===== config.mk =====
export PLATFORM = sky130hd
export DESIGN_NAME = wb_arbiter_stage_flat
export DESIGN_NICKNAME = d
export VERILOG_FILES = /design/src/rtl/qiantang_pkg.sv /design/src/rtl/wb_arbiter_stage_if.sv /design/src/rtl/wb_ll_fifo.sv /design/src/rtl/wb_arbiter_stage.sv /design/src/flat_wrapper.sv
export SDC_FILE = /design/constraint.sdc
export NUM_CORES = 1
export LEC_CHECK = 0
export CORE_UTILIZATION = 52
export DETAILED_ROUTE_END_ITERATION = 10
export GPL_TIMING_DRIVEN = 0
export PLACE_DENSITY = 0.88
export SETUP_SLACK_MARGIN = 0.1
export SLEW_MARGIN = 20
export SYNTH_ARGS = -nofsm -noshare
export SYNTH_HDL_FRONTEND = slang
export SYNTH_SLANG_ARGS = --single-unit

===== constraint.sdc =====
create_clock -name clk_sys_i -period 8.9 [get_ports clk_sys_i]
set_input_delay 0.89 -clock clk_sys_i [delete_from_list [all_inputs] [get_ports clk_sys_i]]
set_output_delay 0.89 -clock clk_sys_i [all_outputs]
set_load 0.05 [all_outputs]

===== src/rtl/qiantang_pkg.sv =====
// Shared decode definitions for the qiantang pipeline: instruction-class
// encodings carried in ctrl[6:3] and the write-back enable decode.
package qiantang_pkg;

    localparam int REG_WIDTH = 64;

    typedef enum logic [3:0] {
        CTRL_ARITHMETIC_R_00 = 4'd0,
        CTRL_ARITHMETIC_R_01 = 4'd1,
        CTRL_ARITHMETIC_R_10 = 4'd2,
        CTRL_ARITHMETIC_I_0  = 4'd3,
        CTRL_ARITHMETIC_I_1  = 4'd4,
        CTRL_ACCESS_I        = 4'd5,
        CTRL_ACCESS_S        = 4'd6,
        CTRL_BRANCH_B        = 4'd7,
        CTRL_JAL             = 4'd8,
        CTRL_JALR            = 4'd9,
        CTRL_LUI             = 4'd10,
        CTRL_AUIPC           = 4'd11,
        CTRL_CSR             = 4'd12,
        CTRL_ECALL           = 4'd13
    } ctrl_class_e;

    function automatic logic wb_writes(input logic [3:0] cls);
        logic wr;
        wr = 1'b0;
        case (cls)
            CTRL_ARITHMETIC_R_00, CTRL_ARITHMETIC_R_01, CTRL_ARITHMETIC_R_10,
            CTRL_ARITHMETIC_I_0, CTRL_ARITHMETIC_I_1, CTRL_ACCESS_I,
            CTRL_JAL, CTRL_JALR, CTRL_LUI, CTRL_AUIPC: wr = 1'b1;
            default: wr = 1'b0;
        endcase
        return wr;
    endfunction

endpackage


===== src/rtl/wb_arbiter_stage_if.sv =====
// Bus bundle for the write-back stage: main pipeline input, long-latency
// input, register-file write port, forwarding outputs and status.
interface wb_arbiter_stage_if #(
    parameter int XLEN     = 64,
    parameter int CTRL_W   = 8,
    parameter int LL_DEPTH = 4
);
    logic                      main_valid_i;
    logic                      main_ready_o;
    logic [XLEN-1:0]           main_result_i;
    logic [4:0]                main_rd_i;
    logic [CTRL_W-1:0]         main_ctrl_i;
    logic                      main_fwd_ena_i;
    logic                      flush_i;
    logic                      ll_valid_i;
    logic                      ll_ready_o;
    logic [XLEN-1:0]           ll_result_i;
    logic [4:0]                ll_rd_i;
    logic                      rf_wen_o;
    logic [4:0]                rf_addr_o;
    logic [XLEN-1:0]           rf_data_o;
    logic                      fwd_ena_o;
    logic [4:0]                fwd_addr_o;
    logic [XLEN-1:0]           fwd_data_o;
    logic                      ecall_o;
    logic [$clog2(LL_DEPTH):0] ll_count_o;

    modport slave (
        input  main_valid_i, main_result_i, main_rd_i, main_ctrl_i, main_fwd_ena_i,
               flush_i, ll_valid_i, ll_result_i, ll_rd_i,
        output main_ready_o, ll_ready_o, rf_wen_o, rf_addr_o, rf_data_o,
               fwd_ena_o, fwd_addr_o, fwd_data_o, ecall_o, ll_count_o
    );

    modport master (
        output main_valid_i, main_result_i, main_rd_i, main_ctrl_i, main_fwd_ena_i,
               flush_i, ll_valid_i, ll_result_i, ll_rd_i,
        input  main_ready_o, ll_ready_o, rf_wen_o, rf_addr_o, rf_data_o,
               fwd_ena_o, fwd_addr_o, fwd_data_o, ecall_o, ll_count_o
    );
endinterface


===== src/rtl/wb_ll_fifo.sv =====
// Holding FIFO for long-latency results ({rd, data}); power-of-two depth so
// the pointers wrap naturally.
module wb_ll_fifo #(
    parameter int WIDTH = 69,
    parameter int DEPTH = 4
) (
    input  logic                     clk_i,
    input  logic                     rst_n_i,
    input  logic                     push_i,
    input  logic [WIDTH-1:0]         wdata_i,
    input  logic                     pop_i,
    output logic [WIDTH-1:0]         rdata_o,
    output logic [$clog2(DEPTH):0]   count_o,
    output logic                     full_o,
    output logic                     empty_o
);
    localparam int PTR_W = $clog2(DEPTH);
    localparam int CNT_W = PTR_W + 1;

    logic [WIDTH-1:0] mem_q [DEPTH];
    logic [PTR_W-1:0] wr_ptr_q, wr_ptr_d;
    logic [PTR_W-1:0] rd_ptr_q, rd_ptr_d;
    logic [CNT_W-1:0] count_q, count_d;
    logic             do_push;
    logic             do_pop;

    always_comb begin
        full_o   = (count_q == CNT_W'(DEPTH));
        empty_o  = (count_q == '0);
        do_push  = push_i && !full_o;
        do_pop   = pop_i && !empty_o;
        wr_ptr_d = wr_ptr_q + PTR_W'(do_push);
        rd_ptr_d = rd_ptr_q + PTR_W'(do_pop);
        count_d  = count_q;
        case ({do_push, do_pop})
            2'b10:   count_d = count_q + CNT_W'(1);
            2'b01:   count_d = count_q - CNT_W'(1);
            default: count_d = count_q;
        endcase
        rdata_o  = mem_q[rd_ptr_q];
        count_o  = count_q;
    end

    always_ff @(posedge clk_i) begin
        if (!rst_n_i) begin
            wr_ptr_q <= '0;
            rd_ptr_q <= '0;
            count_q  <= '0;
        end else begin
            wr_ptr_q <= wr_ptr_d;
            rd_ptr_q <= rd_ptr_d;
            count_q  <= count_d;
        end
    end

    // Storage carries no reset: entries are only read while count is non-zero.
    always_ff @(posedge clk_i) begin
        if (do_push && rst_n_i) begin
            mem_q[wr_ptr_q] <= wdata_i;
        end
    end

endmodule


===== src/rtl/wb_arbiter_stage.sv =====
// Write-back stage: arbitrates the in-order result and buffered long-latency
// results onto the single register-file write port, with starvation relief.
module wb_arbiter_stage
    import qiantang_pkg::*;
#(
    parameter int XLEN         = REG_WIDTH,
    parameter int CTRL_W       = 8,
    parameter int LL_DEPTH     = 4,
    parameter int STARVE_LIMIT = 8
) (
    input logic              clk_sys_i,
    input logic              rst_sys_n_i,
    wb_arbiter_stage_if.slave bus
);
    localparam int ENTRY_W  = XLEN + 5;
    localparam int STARVE_W = $clog2(STARVE_LIMIT + 1);

    logic [ENTRY_W-1:0]          fifo_head;
    logic [$clog2(LL_DEPTH):0]   fifo_count;
    logic                        fifo_full;
    logic                        fifo_empty;
    logic                        fifo_push;
    logic                        fifo_pop;

    logic                        starve;
    logic                        main_fire;
    logic                        main_wr;

    logic [STARVE_W-1:0]         starve_cnt_q, starve_cnt_d;
    logic                        rf_wen_q, rf_wen_d;
    logic [4:0]                  rf_addr_q, rf_addr_d;
    logic [XLEN-1:0]             rf_data_q, rf_data_d;
    logic                        fwd_ena_q, fwd_ena_d;
    logic                        ecall_q, ecall_d;

    logic                        unused_ctrl_bits;
    assign unused_ctrl_bits = ^{bus.main_ctrl_i[CTRL_W-1:7], bus.main_ctrl_i[2:0]};

    wb_ll_fifo #(
        .WIDTH (ENTRY_W),
        .DEPTH (LL_DEPTH)
    ) u_ll_fifo (
        .clk_i   (clk_sys_i),
        .rst_n_i (rst_sys_n_i),
        .push_i  (fifo_push),
        .wdata_i ({bus.ll_rd_i, bus.ll_result_i}),
        .pop_i   (fifo_pop),
        .rdata_o (fifo_head),
        .count_o (fifo_count),
        .full_o  (fifo_full),
        .empty_o (fifo_empty)
    );

    always_comb begin
        starve    = (starve_cnt_q == STARVE_W'(STARVE_LIMIT)) && !fifo_empty;
        bus.main_ready_o = rst_sys_n_i && !starve;
        bus.ll_ready_o   = rst_sys_n_i && !fifo_full;
        fifo_push = bus.ll_valid_i && bus.ll_ready_o;
        main_fire = bus.main_valid_i && bus.main_ready_o && !bus.flush_i;
        main_wr   = main_fire && wb_writes(bus.main_ctrl_i[6:3]) && (bus.main_rd_i != 5'd0);
        // A non-writing accepted instruction leaves the port to the FIFO.
        fifo_pop  = !main_wr && !fifo_empty;

        rf_wen_d     = 1'b0;
        rf_addr_d    = rf_addr_q;
        rf_data_d    = rf_data_q;
        fwd_ena_d    = 1'b0;
        starve_cnt_d = '0;
        ecall_d      = main_fire && (bus.main_ctrl_i[6:3] == CTRL_ECALL);

        if (main_wr) begin
            rf_wen_d  = 1'b1;
            rf_addr_d = bus.main_rd_i;
            rf_data_d = bus.main_result_i;
            fwd_ena_d = bus.main_fwd_ena_i;
            if (!fifo_empty) begin
                starve_cnt_d = (starve_cnt_q == STARVE_W'(STARVE_LIMIT)) ?
                               starve_cnt_q : starve_cnt_q + STARVE_W'(1);
            end
        end else if (fifo_pop) begin
            rf_wen_d  = 1'b1;
            rf_addr_d = fifo_head[ENTRY_W-1:XLEN];
            rf_data_d = fifo_head[XLEN-1:0];
            fwd_ena_d = 1'b1;
        end else if (!fifo_empty) begin
            starve_cnt_d = starve_cnt_q;
        end
    end

    always_ff @(posedge clk_sys_i) begin
        if (!rst_sys_n_i) begin
            starve_cnt_q <= '0;
            rf_wen_q     <= 1'b0;
            rf_addr_q    <= '0;
            rf_data_q    <= '0;
            fwd_ena_q    <= 1'b0;
            ecall_q      <= 1'b0;
        end else begin
            starve_cnt_q <= starve_cnt_d;
            rf_wen_q     <= rf_wen_d;
            rf_addr_q    <= rf_addr_d;
            rf_data_q    <= rf_data_d;
            fwd_ena_q    <= fwd_ena_d;
            ecall_q      <= ecall_d;
        end
    end

    assign bus.rf_wen_o   = rf_wen_q;
    assign bus.rf_addr_o  = rf_addr_q;
    assign bus.rf_data_o  = rf_data_q;
    assign bus.fwd_ena_o  = fwd_ena_q;
    assign bus.fwd_addr_o = rf_addr_q;
    assign bus.fwd_data_o = rf_data_q;
    assign bus.ecall_o    = ecall_q;
    assign bus.ll_count_o = fifo_count;

endmodule


===== src/flat_wrapper.sv =====
// flat-port wrapper written by rule: the top's interface ports become plain ports
module wb_arbiter_stage_flat import qiantang_pkg::*;
#(
    parameter int XLEN         = REG_WIDTH,
    parameter int CTRL_W       = 8,
    parameter int LL_DEPTH     = 4,
    parameter int STARVE_LIMIT = 8
)
  (clk_sys_i, rst_sys_n_i, bus_main_valid_i, bus_main_result_i, bus_main_rd_i, bus_main_ctrl_i, bus_main_fwd_ena_i, bus_flush_i, bus_ll_valid_i, bus_ll_result_i, bus_ll_rd_i, bus_main_ready_o, bus_ll_ready_o, bus_rf_wen_o, bus_rf_addr_o, bus_rf_data_o, bus_fwd_ena_o, bus_fwd_addr_o, bus_fwd_data_o, bus_ecall_o, bus_ll_count_o);
  wb_arbiter_stage_if #(.XLEN(XLEN), .CTRL_W(CTRL_W), .LL_DEPTH(LL_DEPTH)) bus_i ();
  input logic clk_sys_i;
  input logic rst_sys_n_i;
  input wire logic [$bits(bus_i.main_valid_i)-1:0] bus_main_valid_i;
  input wire logic [$bits(bus_i.main_result_i)-1:0] bus_main_result_i;
  input wire logic [$bits(bus_i.main_rd_i)-1:0] bus_main_rd_i;
  input wire logic [$bits(bus_i.main_ctrl_i)-1:0] bus_main_ctrl_i;
  input wire logic [$bits(bus_i.main_fwd_ena_i)-1:0] bus_main_fwd_ena_i;
  input wire logic [$bits(bus_i.flush_i)-1:0] bus_flush_i;
  input wire logic [$bits(bus_i.ll_valid_i)-1:0] bus_ll_valid_i;
  input wire logic [$bits(bus_i.ll_result_i)-1:0] bus_ll_result_i;
  input wire logic [$bits(bus_i.ll_rd_i)-1:0] bus_ll_rd_i;
  output wire logic [$bits(bus_i.main_ready_o)-1:0] bus_main_ready_o;
  output wire logic [$bits(bus_i.ll_ready_o)-1:0] bus_ll_ready_o;
  output wire logic [$bits(bus_i.rf_wen_o)-1:0] bus_rf_wen_o;
  output wire logic [$bits(bus_i.rf_addr_o)-1:0] bus_rf_addr_o;
  output wire logic [$bits(bus_i.rf_data_o)-1:0] bus_rf_data_o;
  output wire logic [$bits(bus_i.fwd_ena_o)-1:0] bus_fwd_ena_o;
  output wire logic [$bits(bus_i.fwd_addr_o)-1:0] bus_fwd_addr_o;
  output wire logic [$bits(bus_i.fwd_data_o)-1:0] bus_fwd_data_o;
  output wire logic [$bits(bus_i.ecall_o)-1:0] bus_ecall_o;
  output wire logic [$bits(bus_i.ll_count_o)-1:0] bus_ll_count_o;
  assign bus_i.main_valid_i = bus_main_valid_i;
  assign bus_i.main_result_i = bus_main_result_i;
  assign bus_i.main_rd_i = bus_main_rd_i;
  assign bus_i.main_ctrl_i = bus_main_ctrl_i;
  assign bus_i.main_fwd_ena_i = bus_main_fwd_ena_i;
  assign bus_i.flush_i = bus_flush_i;
  assign bus_i.ll_valid_i = bus_ll_valid_i;
  assign bus_i.ll_result_i = bus_ll_result_i;
  assign bus_i.ll_rd_i = bus_ll_rd_i;
  assign bus_main_ready_o = bus_i.main_ready_o;
  assign bus_ll_ready_o = bus_i.ll_ready_o;
  assign bus_rf_wen_o = bus_i.rf_wen_o;
  assign bus_rf_addr_o = bus_i.rf_addr_o;
  assign bus_rf_data_o = bus_i.rf_data_o;
  assign bus_fwd_ena_o = bus_i.fwd_ena_o;
  assign bus_fwd_addr_o = bus_i.fwd_addr_o;
  assign bus_fwd_data_o = bus_i.fwd_data_o;
  assign bus_ecall_o = bus_i.ecall_o;
  assign bus_ll_count_o = bus_i.ll_count_o;
  wb_arbiter_stage #(.XLEN(XLEN), .CTRL_W(CTRL_W), .LL_DEPTH(LL_DEPTH), .STARVE_LIMIT(STARVE_LIMIT)) u_core (.clk_sys_i(clk_sys_i), .rst_sys_n_i(rst_sys_n_i), .bus(bus_i));
endmodule

==> out/metrics.yaml, run 1 <==
layout.nets: 1412
setup_viol: 0
crit_type: "register to output pin"
grt_pass1_vias: 9636
syn2layout_area_growth_pct: 33.0
port-buffer-count: 293
maxSlewHeadroom_pct: 42.2
ys.flop_type: "edfxtp_1"
grt_use_met1_pct: 28.7
clkLatencyLatePin_ns: 0.50
clock_skew_ns: 0.0125
grt_setup_unrepaired: "false"
finalHoldViolCount: 0
synth_top_family_by_area: "compound AO/OA/AOI/OAI gates"
place_ws_ns: 4.43
drc_errors: 0
layout-drive-gt1-share_pct: 22.3
grt.overflow.total: 0
start_util_pct: 53.1
fin_ws_ns: 4.76
placed_cells: 1593
post-route-util_pct: 70.7
vdd_drop_max_mv: 0.263
max_freq_mhz: 242
p_leak_uw: 0.00650
cts_buffers: 37
fin_crit_ns: 4.14
io_pins: 298
start_kind: "register"
ff2ff_path_depth: 12
worstPathArrival_ns: 3.25
postSynthAreaPerCell_um2: 16.6
hpwl_mm: 24.7
tritoncts: "yes"
chipHeight_um: 171
hold_path.class: "register to register"
ys_seq_area_share_pct: 67.0
reg2reg_to: "u_core.u_ll_fifo.count_o[2]"
syn-instance-count: 895
synth_edf_count: 276
grt_util_met2_pct: 44.7
fp.dieW_um: 171
ant_nets: 0
yosys.area.top_type_share_pct: 55.8
ys.warnings.count: 0
ys_top_cells_by_area: "edfxtp_1, dfxtp_1, mux4_2"
top_usage_layer: "met2"
critPathMaxFanout: 10
fin_tns_setup_ns: 0
grt_use_total_pct: 24.4
slew_viol_final: 0
muxShareOfSynthArea_pct: 10.5
syn_area_um2: 14800
outcome: "complete, no violations"
synthSimpleGateAreaFrac_pct: 4.66
clock_sinks: 359
worstHoldEndpoint: "u_core.bus.fwd_data_o[56]"
cts_buffer_depth: 3
hold_path.startpoint: "u_core.bus.fwd_data_o[56]"
min_delay_path_depth: 2
async_reset_ff_share_pct: 0
root_buffer: "clkbuf_16"
synth_cell_types: 37
cts.repair_timing.setup_buffer_count: 0
grt_antenna_before_repair: 3
grt_pass1_wl_mm: 53.4
synth_seq_cells: 359
period_share_pct: 46.5
fp-row-count: 61
synthAdderAreaFrac_pct: 0.556
cp.required_ns: 8.01
h-tree-depth: 2
synth.largest_area_cell: "edfxtp_1"
fin_hold_ws_ns: 0.491
grt_max_degree: 37
critPathCaptureType: "output pin"
clk_pin_slew_ns: 0.06
ctsHoldBuffers: 0
wirelength_mm: 35.4
syn-num-nets: 1053
drtIter0Drc: 585
met3_usage_pct: 4.33
core_area_um2: 27900
cts_resized: 0
worst_pin_slew_ns: 0.867
fin_cells: 1659
drt_first_pass_iters: 5
fillers: 1764
vias_per_cell: 5.51
vias: 9148
place.gp.congestion: 0.764
reg2reg_from: "u_core.u_ll_fifo.count_o[2]"
yosys.area_share.xor_xnor_pct: 0.354
synth_compound_area_share_pct: 11.0
p_per_area_nw_per_um2: 325
reg2reg_slack_ns: 5.32
dieArea_um2: 29200
wire_per_inst_um: 21.3
maxCapViolCount: 0
synth_stat cells, types with 2 or more instances:
| library cell | instances |
|---|---|
| nor3_1 | 6 |
| buf_1 | 3 |
| clkbuf_1 | 43 |
| o21ai_0 | 2 |
| inv_1 | 6 |
| buf_12 | 4 |
| xor2_1 | 3 |
| nand2_1 | 141 |
| buf_4 | 71 |
| ha_1 | 5 |
| o31ai_1 | 69 |
| a31oi_4 | 40 |
| edfxtp_1 | 276 |
| nor3b_1 | 2 |
| a31oi_1 | 30 |
| xnor2_1 | 3 |
| nor2_1 | 7 |
| and2_1 | 3 |
| buf_2 | 9 |
| or3_1 | 2 |
| dfxtp_1 | 83 |
| mux4_2 | 69 |
| a21oi_1 | 3 |
| inv_2 | 2 |
state kept, by name, indices dropped and copies added (netlist names):
name	count
u_core.bus.ecall_o	1
u_core.bus.fwd_addr_o	5
u_core.bus.fwd_data_o	64
u_core.bus.fwd_ena_o	1
u_core.bus.rf_wen_o	1
u_core.starve_cnt_q	4
u_core.u_ll_fifo.count_o	3
u_core.u_ll_fifo.mem_q	276
u_core.u_ll_fifo.rd_ptr_q	2
u_core.u_ll_fifo.wr_ptr_q	2
per-layer routing:
metal	up-vias	share of wire (%)
li1	4130	-
met1	4590	37
met2	359	53
met3	69	6.4
met4	0	3.0
met5	-	0
logic make-up (layout without fill, tap and decap cells):
kind of cell | count (synthesis) | after routing
adder cells (fa/ha/maj) | 6 | 6
AND/OR/NAND/NOR | 168 | 168
multiplexers | 69 | 69
buffers and inverters | 139 | 523
XOR/XNOR | 6 | 6
AO/OA/AOI/OAI | 148 | 148
other | 0 | 2
flip-flops | 359 | 359
placed cells by master (no fill, tap or decap), drive strengths merged:
cell type      netlist  final
clkdlybuf4s50        0    293
edfxtp             276    276
nand2              141    141
buf                 88    115
clkbuf              43     95
dfxtp               83     83
a31oi               70     70
mux4                69     69
o31ai               69     69
inv                  8      8
nor2                 7      7
nor3                 7      7
clkinv               0      7
ha                   5      5
bufinv               0      4
o21ai                4      4
and2                 3      3
xnor2                3      3
a21oi                3      3
xor2                 3      3
diode                0      2
or3                  2      2
nor3b                2      2
nor2b                1      1
o311ai               1      1
or4                  1      1
or2                  1      1
and3                 1      1
nand4b               1      1
o211a                1      1
nand3                1      1
fa                   1      1
clkinvlp             0      1
worst max-delay path, cell delays in order (launching register included):
cell and delay [ns]:
dfxtp_1 0.37, nor3_4 0.74, clkbuf_1 0.56, nor3_1 0.11
nor2_1 0.11, clkdlybuf4s50_1 0.86
metrics by stage:
step	power (uW)	instance area [um2]
4_1_cts	6450	19700
3_5_place_dp	4890	18500
6_report	6420	19700
5_1_grt	6650	19700
2_1_floorplan	4040	14800
3_3_place_gp	4840	18200
how the worst max path moves through the flow:
stage / from / endpoint / slack, ns / cells after the start
6_report: u_core.u_ll_fifo.count_o[0] / bus_main_ready_o / 4.76 / 5
2_1_floorplan: u_core.u_ll_fifo.count_o[1] / u_core.u_ll_fifo.mem_q[1][0] / 1.05 / 4
5_1_grt: u_core.u_ll_fifo.count_o[0] / bus_main_ready_o / 4.62 / 5
4_1_cts: u_core.u_ll_fifo.count_o[0] / bus_main_ready_o / 4.74 / 5
3_5_place_dp: bus_main_rd_i[4] / u_core.u_ll_fifo.count_o[2] / 4.43 / 13
3_3_place_gp: rst_sys_n_i / u_core.u_ll_fifo.mem_q[1][20] / -2.37 / 5
layout make-up:
type | count | area, um2 | share of cell area (%)
multi-input cells | 397 | 4040 | 20.5
inverters | 8 | 30.0 | 0.152
diodes | 2 | 5.00 | 0.0254
clock buffers | 52 | 1070 | 5.45
repair buffers | 320 | 3160 | 16.0
flip-flops and latches | 359 | 9950 | 50.4
well taps | 378 | 473 | 2.40
plain buffers | 131 | 842 | 4.27
clock inverters | 12 | 160 | 0.811
power breakdown:
part	leakage, uW	internal [uW]	total (uW)	switching [uW]
combinational	0.00271	1040	2720	1670
clock	0.000605	956	1560	601
sequential	0.00319	2000	2140	145
total	0.00650	4000	6420	2420
Power figures use the tool's default switching activity.
==> inputs of run 2 (changes only) <==
==> constraint.sdc (replaced) <==
create_clock -name clk_sys_i -period 4.2 [get_ports clk_sys_i]
set_input_delay 0.42 -clock clk_sys_i [delete_from_list [all_inputs] [get_ports clk_sys_i]]
set_output_delay 0.42 -clock clk_sys_i [all_outputs]
set_load 0.05 [all_outputs]
==> run 2 against run 1 <==
Against the previous run:
- cell count shrank 0.30%
- die area stayed put
- global-route usage rose by 0.55 points
- utilization about the same
- flip-flop and latch count did not move
- hold slack got worse by 0.0079 ns
- highest routed layer unchanged
- setup slack got worse by 4.2 ns
- clock skew fell by 0.0012 ns
- design area about the same
- via count rose by 1.7%
==> out/metrics.yaml, run 2 (synthesized netlist as in run 1, its figures left out) <==
grt_antenna_before_repair: 4
maxSlewHeadroom_pct: 37.1
grt_pass1_vias: 9713
met3_usage_pct: 4.79
p_per_area_nw_per_um2: 680
root_buffer: "clkbuf_16"
drc_errors: 0
grt.overflow.total: 0
grt_max_degree: 38
start_util_pct: 53.1
place.gp.congestion: 0.778
critPathMaxFanout: 10
clkLatencyLatePin_ns: 0.51
layout_common_cells: "clkdlybuf4s50_1, edfxtp_1, nand2_1, dfxtp_1, buf_4"
fp-row-count: 61
io_pins: 298
ant_nets: 0
finalHoldViolCount: 0
layout-drive-gt1-share_pct: 21.3
slew_viol_final: 0
fin_tns_setup_ns: 0
fin_crit_ns: 3.68
crit_type: "register to output pin"
max_freq_mhz: 272
min_delay_path_depth: 2
regMostFlops: "u_core.u_ll_fifo.mem_q"
port-buffer-count: 293
grt_setup_unrepaired: "false"
post-route-util_pct: 70.7
tritoncts: "yes"
clock_skew_ns: 0.0112
layout.nets: 1403
critPathCaptureType: "output pin"
clk_pin_slew_ns: 0.06
cts_buffers: 37
grt_util_met2_pct: 43.6
largest_reg_flops: 276
fp.dieW_um: 171
p_leak_uw: 0.00643
hold_path.startpoint: "u_core.bus.fwd_data_o[60]"
cts_buffer_depth: 3
reg2reg_slack_ns: 0.56
grt_use_met1_pct: 30.1
clock_sinks: 359
chipHeight_um: 171
syn2layout_area_growth_pct: 33.0
worst_pin_slew_ns: 0.940
maxCapViolCount: 0
outcome: "complete, no violations"
ff2ff_path_depth: 12
core_area_um2: 27900
h-tree-depth: 2
vias: 9307
worstPathArrival_ns: 3.26
period_share_pct: 87.6
hold_path.class: "register to register"
drtIter0Drc: 676
reg2reg_from: "u_core.u_ll_fifo.count_o[2]"
cts.repair_timing.setup_buffer_count: 0
ctsHoldBuffers: 0
dieArea_um2: 29200
hpwl_mm: 25.2
vias_per_cell: 5.63
placedInstanceArea_um2: 18600
vdd_drop_max_mv: 0.473
start_kind: "register"
grt_use_total_pct: 25.0
drt_first_pass_iters: 5
top_usage_layer: "met2"
worstHoldEndpoint: "u_core.bus.fwd_data_o[60]"
wirelength_mm: 36.2
grt_pass1_wl_mm: 54.1
wire_per_inst_um: 21.9
cts_resized: 0
setup_viol: 0
design_area_um2: 19700
reg2reg_to: "u_core.u_ll_fifo.count_o[2]"
final_common_cell: "clkdlybuf4s50_1"
cp.required_ns: 3.78
run 2: cell count changes in the layout (fill, tap and decap cells not counted), sizes merged:
cell	before	now
clkinv	7	4
bufinv	4	1
buf	115	106
inv	8	9
clkbuf	95	101
clkinvlp	1	4
run 2: worst max path at each step:
stage	startpoint	end	slack, ns	depth (start not counted)
after floorplan	u_core.u_ll_fifo.count_o[1]	u_core.u_ll_fifo.mem_q[2][0]	0.25	4
after global routing	u_core.u_ll_fifo.count_o[2]	u_core.u_ll_fifo.count_o[2]	0.37	12
after detailed placement	bus_main_rd_i[4]	u_core.u_ll_fifo.count_o[2]	0.21	13
final	u_core.u_ll_fifo.count_o[0]	bus_main_ready_o	0.52	5
after CTS	u_core.u_ll_fifo.count_o[0]	bus_main_ready_o	0.52	5
after global placement	rst_sys_n_i	u_core.u_ll_fifo.mem_q[2][21]	-0.88	5
run 2: per-stage QoR:
step                power (uW)  hold slack [ns]  setup slack (ns)  cells
detailed placement       10400            0.477             0.208   1584
CTS                      13500            0.485             0.520   1652
floorplan                 8570            0.453             0.248    895
finish                   13400            0.483             0.519   1654
global route             13900            0.505             0.367   1654
global placement         10300            0.475            -0.876   1566
run 2: final cells by class:
type	count	area [um2]
sequential	359	9950
fill	1767	8190
multi-input combinational	397	4070
timing repair buffer	311	3230
clock buffer	58	1060
buffer	131	842
tap	378	473
clock inverter	10	86.3
inverter	8	30.0
antenna	2	5.00
run 2: critical path: stages, from the launching register on:
cell	delay, ns
dfxtp_1	0.38
nor3_4	0.80
clkbuf_1	0.49
nor3_1	0.10
nor2_1	0.11
clkdlybuf4s50_1	0.86
run 2: per-layer routing:
layer | routed length, um | part of all wire (%) | vias to the layer above
met5 | 0 | 0 | -
met2 | 18500 | 51 | 454
li1 | - | - | 4114
met3 | 2810 | 7.8 | 96
met1 | 13300 | 37 | 4643
met4 | 1470 | 4.1 | 0
run 2: report_power, final:
| group | total, uW | leakage [uW] | switching, uW | internal (uW) |
|---|---|---|---|---|
| Sequential | 4540 | 0.00319 | 305 | 4230 |
| Combinational | 5800 | 0.00270 | 3570 | 2220 |
| Clock | 3090 | 0.000539 | 1290 | 1800 |
| Total | 13400 | 0.00643 | 5170 | 8260 |
